`config.mk`:
```
export PLATFORM = sky130hd
export DESIGN_NAME = rvfi_reg_trace_gen
export DESIGN_NICKNAME = d
export VERILOG_FILES = /design/src/rtl/rvfi_gen_pkg.sv /design/src/rtl/rvfi_gen_fifo.sv /design/src/rtl/rvfi_reg_trace_gen.sv
export SDC_FILE = /design/constraint.sdc
export NUM_CORES = 2
export LEC_CHECK = 0
export BUFFER_PORTS_ARGS = -buffer_cell sky130_fd_sc_hd__buf_2
export CAP_MARGIN = 10
export CELL_PAD_IN_SITES_DETAIL_PLACEMENT = 2
export CELL_PAD_IN_SITES_GLOBAL_PLACEMENT = 2
export CORE_MARGIN = 2
export CORE_UTILIZATION = 28
export DETAILED_ROUTE_END_ITERATION = 7
export PLACE_DENSITY = 0.66
export SLEW_MARGIN = 25
export SYNTH_ARGS = -nofsm -noshare
export SYNTH_HDL_FRONTEND = slang
export SYNTH_SLANG_ARGS = --single-unit
```
`constraint.sdc`:
```
create_clock -name clk -period 53.8 [get_ports clk]
set_input_delay 2.69 -clock clk [delete_from_list [all_inputs] [get_ports clk]]
set_output_delay 2.69 -clock clk [all_outputs]
set_load 0.05 [all_outputs]
```
`src/rtl/rvfi_gen_pkg.sv`:
```
// Shared types and constants for the RVFI register-trace generator.
package rvfi_gen_pkg;

  localparam int REG_IDX_W = 5;
  localparam int NUM_REGS  = 32;
  localparam int REQ_XLEN  = 32;

  // One abstract retire request as it sits in the FIFO.
  typedef struct packed {
    logic [31:0]           insn;
    logic [REQ_XLEN-1:0]   pc;
    logic [REQ_XLEN-1:0]   post_pc;
    logic [REG_IDX_W-1:0]  rs1_addr;
    logic [REG_IDX_W-1:0]  rs2_addr;
    logic [REG_IDX_W-1:0]  rd_addr;
    logic [REQ_XLEN-1:0]   rd_wdata;
    logic                  trap;
  } retire_req_t;

  // Corrupt a reported read value when it targets the injected register.
  // x0 is never a valid injection target.
  function automatic logic [REQ_XLEN-1:0] inject_read(
    input logic [REQ_XLEN-1:0]  value,
    input logic [REG_IDX_W-1:0] addr,
    input logic                 en,
    input logic [REG_IDX_W-1:0] target,
    input logic [REQ_XLEN-1:0]  mask
  );
    return (en && (target != '0) && (addr == target)) ? (value ^ mask) : value;
  endfunction

endpackage

```
`src/rtl/rvfi_gen_fifo.sv`:
```
// Two-entry synchronous FIFO of retire requests.
module rvfi_gen_fifo
  import rvfi_gen_pkg::*;
(
  input  logic        clk,
  input  logic        reset,
  input  logic        push,
  input  logic        pop,
  input  retire_req_t din,
  output retire_req_t dout,
  output logic        full,
  output logic        empty
);

  retire_req_t mem [2];
  logic        wr_ptr;
  logic        rd_ptr;
  logic [1:0]  count;
  logic        push_ok;
  logic        pop_ok;

  assign full    = (count == 2'd2);
  assign empty   = (count == 2'd0);
  assign push_ok = push && !full;
  assign pop_ok  = pop && !empty;
  assign dout    = mem[rd_ptr];

  // Storage needs no reset: an entry is only read after it has been written.
  always_ff @(posedge clk) begin
    if (push_ok) begin
      mem[wr_ptr] <= din;
    end
  end

  // Pointers and occupancy; a simultaneous push and pop leaves count unchanged.
  always_ff @(posedge clk or posedge reset) begin
    if (reset) begin
      wr_ptr <= 1'b0;
      rd_ptr <= 1'b0;
      count  <= 2'd0;
    end else begin
      if (push_ok) wr_ptr <= ~wr_ptr;
      if (pop_ok)  rd_ptr <= ~rd_ptr;
      case ({push_ok, pop_ok})
        2'b10:   count <= count + 2'd1;
        2'b01:   count <= count - 2'd1;
        default: count <= count;
      endcase
    end
  end

endmodule

```
`src/rtl/rvfi_reg_trace_gen.sv`:
```
// RVFI record producer: FIFO of retire requests, architectural register
// shadow, order counter and read-data fault injection.
module rvfi_reg_trace_gen
  import rvfi_gen_pkg::*;
#(
  parameter int XLEN    = 32,
  parameter int ORDER_W = 8
) (
  input  logic                 clk,
  input  logic                 reset,
  input  logic                 req_valid,
  output logic                 req_ready,
  input  logic [31:0]          req_insn,
  input  logic [XLEN-1:0]      req_pc,
  input  logic [XLEN-1:0]      req_post_pc,
  input  logic [REG_IDX_W-1:0] req_rs1_addr,
  input  logic [REG_IDX_W-1:0] req_rs2_addr,
  input  logic [REG_IDX_W-1:0] req_rd_addr,
  input  logic [XLEN-1:0]      req_rd_wdata,
  input  logic                 req_trap,
  input  logic                 drain,
  input  logic                 inj_en,
  input  logic [REG_IDX_W-1:0] inj_reg,
  input  logic [XLEN-1:0]      inj_mask,
  output logic                 rvfi_valid,
  output logic                 rvfi_trap,
  output logic [ORDER_W-1:0]   rvfi_order,
  output logic [31:0]          rvfi_insn,
  output logic [REG_IDX_W-1:0] rvfi_rs1_addr,
  output logic [REG_IDX_W-1:0] rvfi_rs2_addr,
  output logic [REG_IDX_W-1:0] rvfi_rd_addr,
  output logic [XLEN-1:0]      rvfi_rs1_rdata,
  output logic [XLEN-1:0]      rvfi_rs2_rdata,
  output logic [XLEN-1:0]      rvfi_rd_wdata,
  output logic [XLEN-1:0]      rvfi_pc_rdata,
  output logic [XLEN-1:0]      rvfi_post_pc
);

  retire_req_t          req;
  retire_req_t          head;
  logic                 fifo_full;
  logic                 fifo_empty;
  logic                 push;
  logic                 pop;
  logic                 rd_writes;
  logic [XLEN-1:0]      rs1_true;
  logic [XLEN-1:0]      rs2_true;
  logic [XLEN-1:0]      regs [NUM_REGS];
  logic [ORDER_W-1:0]   order_cnt;

  assign req = '{
    insn:     req_insn,
    pc:       req_pc,
    post_pc:  req_post_pc,
    rs1_addr: req_rs1_addr,
    rs2_addr: req_rs2_addr,
    rd_addr:  req_rd_addr,
    rd_wdata: req_rd_wdata,
    trap:     req_trap
  };

  assign req_ready = !fifo_full;
  assign push      = req_valid && req_ready;
  assign pop       = drain && !fifo_empty;

  rvfi_gen_fifo u_fifo (
    .clk   (clk),
    .reset (reset),
    .push  (push),
    .pop   (pop),
    .din   (req),
    .dout  (head),
    .full  (fifo_full),
    .empty (fifo_empty)
  );

  // Reads see the shadow before this record's own write; x0 is hardwired 0.
  assign rs1_true  = (head.rs1_addr == '0) ? '0 : regs[head.rs1_addr];
  assign rs2_true  = (head.rs2_addr == '0) ? '0 : regs[head.rs2_addr];
  assign rd_writes = !head.trap && (head.rd_addr != '0);

  // Architectural shadow, updated on the same edge the record is emitted so
  // the next pop observes the new value without a bypass path.
  always_ff @(posedge clk or posedge reset) begin
    if (reset) begin
      for (int i = 0; i < NUM_REGS; i++) begin
        regs[i] <= '0;
      end
    end else if (pop && rd_writes) begin
      regs[head.rd_addr] <= head.rd_wdata;
    end
  end

  // Retirement order counter, wrapping naturally at its width.
  always_ff @(posedge clk or posedge reset) begin
    if (reset) begin
      order_cnt <= '0;
    end else if (pop) begin
      order_cnt <= order_cnt + 1'b1;
    end
  end

  // Registered RVFI record; fields hold between emissions, only valid pulses.
  always_ff @(posedge clk or posedge reset) begin
    if (reset) begin
      rvfi_valid     <= 1'b0;
      rvfi_trap      <= 1'b0;
      rvfi_order     <= '0;
      rvfi_insn      <= '0;
      rvfi_rs1_addr  <= '0;
      rvfi_rs2_addr  <= '0;
      rvfi_rd_addr   <= '0;
      rvfi_rs1_rdata <= '0;
      rvfi_rs2_rdata <= '0;
      rvfi_rd_wdata  <= '0;
      rvfi_pc_rdata  <= '0;
      rvfi_post_pc   <= '0;
    end else begin
      rvfi_valid <= pop;
      if (pop) begin
        rvfi_trap      <= head.trap;
        rvfi_order     <= order_cnt;
        rvfi_insn      <= head.insn;
        rvfi_rs1_addr  <= head.rs1_addr;
        rvfi_rs2_addr  <= head.rs2_addr;
        rvfi_rd_addr   <= rd_writes ? head.rd_addr : '0;
        rvfi_rs1_rdata <= inject_read(rs1_true, head.rs1_addr, inj_en, inj_reg, inj_mask);
        rvfi_rs2_rdata <= inject_read(rs2_true, head.rs2_addr, inj_en, inj_reg, inj_mask);
        rvfi_rd_wdata  <= rd_writes ? head.rd_wdata : '0;
        rvfi_pc_rdata  <= head.pc;
        rvfi_post_pc   <= head.post_pc;
      end
    end
  end

endmodule

```
# Yosys cells after proc, flatten, opt, wreduce, memory -nomap -nowiden
# Memories as Yosys holds them, arrays and structs flattened.
# Cells that the tools add are included.
# word_totals
romBits	0
reg_bits	1253
latch_bits	0
elab_cells	105
output_inout_bits	218
n_memories	1
mem_bits_rw	288
# op_classes
mux	18
reduce_logical	19
bitwise	7
shifts	0
order_cmp	4
n_eq_ne	5
multipliers	0
div_mod_pow	0
n_addsub	3
# memory_table
name	depth	word_bits	read_ports	rd_clocked_by_memory_dff	write_ports	line_no	text
u_fifo.mem	2	144	1	0	1	rvfi_gen_fifo.sv:15	retire_req_t mem [2];
# op_table
cell	count
1024-bit bitwise mux	1
32-bit binary-select mux with 5-bit select	2
32-bit two-way mux	10
32-bit demux with 5-bit select	1
32-bit bitwise XOR	2
6-bit >= comparator, second input constant	3
5-bit inverter with 6-bit output	3
5-bit == test	2
1-bit logical AND	10
5-bit zero test	2
5-bit nonzero test	2
8-bit by 1-bit adder with 8-bit output, second input constant	1
6-bit by 1-bit less-than comparator with 1-bit output, second input constant	1
5-bit two-way mux	1
2-bit == test, second input constant	2
2-bit one-hot mux with 2 select lines	1
1-bit zero test	3
2-bit by 1-bit adder with 2-bit output, second input constant	1
2-bit by 1-bit == test with 1-bit output, second input constant	1
2-bit zero test	1
1-bit two-way mux	2
1-bit inverter	2
2-bit nonzero test	1
2-bit by 1-bit subtractor with 2-bit output, second input constant	1

# Depth between registers and ports, before layout
# An unclocked memory read counts as a cell.
# logic_depth
ltp_word	8
ltp_mapped	12
ltp_nobuf	8

# Modules after synthesis
# From an unflattened synthesis, not the netlist that was laid out.
# unflattened
cells_unflattened	5372
area_unflattened_um2	74983.2
# by_module_without_submodules
module	area_per_inst_um2	cells_each	seq_area_each_um2	instances
rvfi_reg_trace_gen	64204.1	4905	31255.0	1
rvfi_gen_fifo	10779.1	467	8748.4	1

# Worst setup path before layout
# No wires, ideal clock.
# synth_path
path_type	input to register
start	input req_valid
end	memory u_fifo.mem[0][0] (netlist name), enable pin
stages	2
n_path_buf	0
path_slack_ps	44362
arrival_time_ps	8788
path_cell_list	nand2_1 > nor2_1
# synth_via
elab_chain_cells	4
# synth_rtl
element	line_no	text
start: declaration	rvfi_reg_trace_gen.sv:11	input logic req_valid,
1-bit logical AND	rvfi_reg_trace_gen.sv:63	assign push = req_valid && req_ready;
1-bit logical AND	rvfi_gen_fifo.sv:24	assign push_ok = push && !full;
1-bit two-way mux	rvfi_gen_fifo.sv:30	if (push_ok) begin
1-bit two-way mux (implied by the code)	rvfi_gen_fifo.sv:31	mem[wr_ptr] <= din;
end: declaration	rvfi_gen_fifo.sv:15	
# No other way between the ends.

# Worst setup path in the final report
# layout_path
start	register u_fifo.rd_ptr
end	register rvfi_rs1_rdata[8]
# layout_via
elab_chain_cells	8
word_cells_on_any_way	11
cone_classes	1 x eq/ne; 5 x mux; 2 x bitwise; 2 x reduce/logical; 1 x memory
# layout_rtl
element	line_no	text
start: declaration	rvfi_gen_fifo.sv:17	logic rd_ptr;
start signal: assignment	rvfi_gen_fifo.sv:43	if (pop_ok) rd_ptr <= ~rd_ptr;
memory read 2 x 144 bit *	-	
5-bit inverter with 6-bit output (implied by the code)	rvfi_reg_trace_gen.sv:78	assign rs1_true = (head.rs1_addr == '0) ? '0 : regs[head.rs1_addr];
32-bit binary-select mux with 5-bit select	rvfi_reg_trace_gen.sv:78	
32-bit two-way mux (implied by the code) (2 in a row)	rvfi_reg_trace_gen.sv:78	
32-bit two-way mux	rvfi_reg_trace_gen.sv:78	
32-bit bitwise XOR	rvfi_gen_pkg.sv:29	return (en && (target != '0) && (addr == target)) ? (value ^ mask) : value;
32-bit two-way mux *	rvfi_gen_pkg.sv:29	
end signal: assignment	rvfi_reg_trace_gen.sv:127	rvfi_rs1_rdata <= inject_read(rs1_true, head.rs1_addr, inj_en, inj_reg, inj_mask);
end: declaration	rvfi_reg_trace_gen.sv:32	output logic [XLEN-1:0] rvfi_rs1_rdata,
# Every way passes the cells marked *; elsewhere a longest branch is shown, timed or not. The select of a mux whose other input is x is not followed.
# A chain may end at the register's enable or synchronous reset.

==> impl_metrics.yaml <==
status:
  run_status: "completed"
floorplan:
  coreArea_mm2: 0.276
  io_pins: 404
  row_count: 193
  dieArea_mm2: 0.282
  dieWidth_um: 531
  start_util: 0.281
  fp.dieH_um: 531
setup_path:
  cpPeakStageDelay_ps: 910
  worstReg2RegEnd: "rvfi_rs1_rdata[8]$_DFFE_PP0P_"
  crit_slowest_cell: "a211oi_2"
  cp_top_family: "buffers and inverters"
  cp-end-kind: "flop"
  worst_setup_path_start_kind: "flop"
  path_cells: "buf_4, buf_4, buf_4, or2_2, buf_4, o22ai_1, a211oi_1, o22ai_1, a211oi_2, o21ai_0, o311ai_1"
  arrival_ps: 6830
  critPathMostFrequentCell: "buf_4"
  reg2reg_setup_slack_ps: 47690
  criticalPathCategory: "flop to flop"
  critPathRequiredTime_ps: 54520
  r2r-start: "u_fifo.rd_ptr$_DFFE_PP0P_"
  critPathBufInv: 4
  reg2reg_depth: 11
  crit_fanout: 38
timing:
  fin_setup_tns_ps: 0
  setup_violations: 0
  drv_slew: 0
  fin_skew_ps: 63.3
  fmax_mhz: 164
  setup_slack_ps: 47690
  period_needed_ps: 6110
  rsz0062_at_grt: "false"
  relSlewSlack: 0.202
  hold_viol: 0
  worst_slew_pin_slew_ps: 1200
  final.period_utilization: 0.114
yosys:
  syn_area_per_cell_um2: 8.97
  async_reset_ff_frac: 0.813
  syn-num-nets: 8847
  synth.most_common_cell: "nand2_1"
  synth.distinct_cells: 86
  synth_cells: 8659
  synth_top_area_share: 0.404
  syn-cell-area_mm2: 0.0776
  ys_warn_count: 0
  yosysTopAreaCell: "dfrtp_1"
  synth_seq_area_share: 0.515
  synthFlopType: "dfrtp_1"
  synth-edff-count: 288
  ys_ff_latch: 1541
  netlist_top_cells_area: "dfrtp_1 (40%), edfxtp_1 (11%), nand2_1 (8.2%)"
  synth_common_cells: "nand2_1 (1703), a21oi_1 (1262), dfrtp_1 (1253)"
power:
  peakVddDrop_v: 0.0000687
  p_leak_nw: 36.2
  p_total_mw: 6.54
  power_density_mw_per_mm2: 72.5
grt:
  grt_first_pass_wirelength_um: 601000
  grt_overflow: 0
  antenna_found_initial: 67
  grt_max_degree: 171
  grtUsageTotal: 0.296
  grt_pass1_vias: 79000
cells_and_area:
  area_growth_pct: 16.2
  fill_cells: 30500
  design_area_mm2: 0.0902
  finalNetCount: 8842
  drive_gt1_frac: 0.133
clocking:
  cts_sinks: 1541
  clock_latency_ps: 890
  cts_tree: "yes"
  cts_resized: 0
  cts_max_level: 4
  cts_max_path_buffers: 4
  postCtsSetupRepairBufs: 0
  clkTransAtPathRegs_ps: 60
  cts-hold-fix-buffers: 0
  cts-root-buf: "clkbuf_16"
  cts_buffers: 188
detailed_routing:
  avgRoutedWirePerCell_um: 33.8
  wl_met3_um: 34700
  detail-route-antenna-nets: 0
  routed_wl_um: 424000
  drcViolationCount: 0
  wl_met1_um: 177000
  vias: 75300
  wl_met2_um: 189000
  topRoutingLayerUsed: "met5"
  first_pass_iters: 8
  drtIter0Drc: 7456
  vias_per_cell: 6.01
placement:
  preCtsSetupSlack_ps: 46680
  post-dp-hpwl_um: 259000
  gp_congestion: 0.871
  dpl_cell_area_mm2: 0.0838
  port_buffers: 403
hold_path:
  whs_path_depth: 0
  holdPathEnd: "regs[1023]$_DFFE_PP0P_"
  hp-start: "regs[1023]$_DFFE_PP0P_"
  hold_class: "flop to flop"
run:
  max_cap_violations: 0
[cell type report]
class | count | area, µm² | area share
antenna | 29 | 72.6 | 0.000804
clock buffer | 277 | 5500 | 0.0610
clock inverter | 55 | 601 | 0.00666
inverter | 23 | 101 | 0.00112
multi-input combinational | 6252 | 35100 | 0.389
sequential | 1541 | 40000 | 0.443
tap | 3705 | 4640 | 0.0514
timing repair buffer | 648 | 4180 | 0.0463
[cells in the final DEF, fill, tap and decap left out, types with 83 or more instances in the layout]
cell,n
o21ai_0,652
clkbuf_16,192
a221oi_1,102
a21oi_1,1254
buf_2,403
a211oi_1,178
nand3_1,305
dfrtp_1,1252
buf_4,216
a32oi_1,83
nand2_1,1697
nor2_1,847
mux2i_1,240
edfxtp_1,288
[per-stage QoR]
stage,utilization,cells,hold slack (ps)
after floorplan,-,8659,445
after global placement,0.303,12200,402
after detailed placement,0.303,12200,418
after CTS,0.325,12500,429
after global routing,0.326,12500,450
final,0.327,12500,438
[worst reg2reg max path, delay by kind of cell, from the launching register on]
kind | cells | cell delay (ps)
AO/OA/AOI/OAI | 6 | 2020
buffers and inverters | 4 | 2770
flip-flops | 1 | 770
AND/OR/NAND/NOR | 1 | 410
[worst max-delay path by stage]
stage,cells past startpoint,to,from,slack (ps)
floorplan,1,order_cnt[0]$_DFFE_PP0P_,reset,15800
global placement,6,rvfi_insn[30]$_DFFE_PP0P_,reset,46780
detailed placement,6,u_fifo.rd_ptr$_DFFE_PP0P_,reset,46680
CTS,6,u_fifo.rd_ptr$_DFFE_PP0P_,reset,47630
global route,6,u_fifo.rd_ptr$_DFFE_PP0P_,reset,47210
finish,11,rvfi_rs1_rdata[8]$_DFFE_PP0P_,u_fifo.rd_ptr$_DFFE_PP0P_,47690
[cell families (layout without fill, tap and decap cells)]
| kind of cell | count (synthesis) | after routing | synth area share |
|---|---|---|---|
| simple gates | 3091 | 3091 | 0.164 |
| compound gates | 2768 | 2768 | 0.213 |
| flops | 1541 | 1541 | 0.515 |
| buf+inv | 866 | 1003 | 0.0453 |
| mux | 368 | 368 | 0.0595 |
| xor+xnor | 23 | 23 | 0.00259 |
| fa+ha+maj | 2 | 2 | 0.000322 |
| other cells | 0 | 29 | 0 |
[power by group]
| part | internal (mW) | switching [mW] |
|---|---|---|
| Combinational | 0.852 | 2.29 |
| Clock | 0.762 | 0.547 |
| Sequential | 1.67 | 0.425 |
[per-layer routing]
| metal | track usage | up-vias |
|---|---|---|
| met5 | 0 | - |
| met4 | 0.152 | 58 |
| met1 | 0.390 | 40100 |
| li1 | - | 30800 |
| met2 | 0.457 | 3350 |
| met3 | 0.0618 | 1023 |
[sequential cells by signal (all words and copies together), names as in the netlist]
register,cells
rvfi_rd_wdata,32
rvfi_pc_rdata,32
u_fifo.rd_ptr,1
rvfi_post_pc,32
u_fifo.wr_ptr,1
rvfi_rs2_addr,5
rvfi_order,8
rvfi_trap,1
u_fifo.count,2
rvfi_rd_addr,5
rvfi_rs1_addr,5
order_cnt,8
rvfi_insn,32
regs,1024
rvfi_valid,1
rvfi_rs1_rdata,32
rvfi_rs2_rdata,32
u_fifo.mem,288
(Power assumes the default switching activity.)
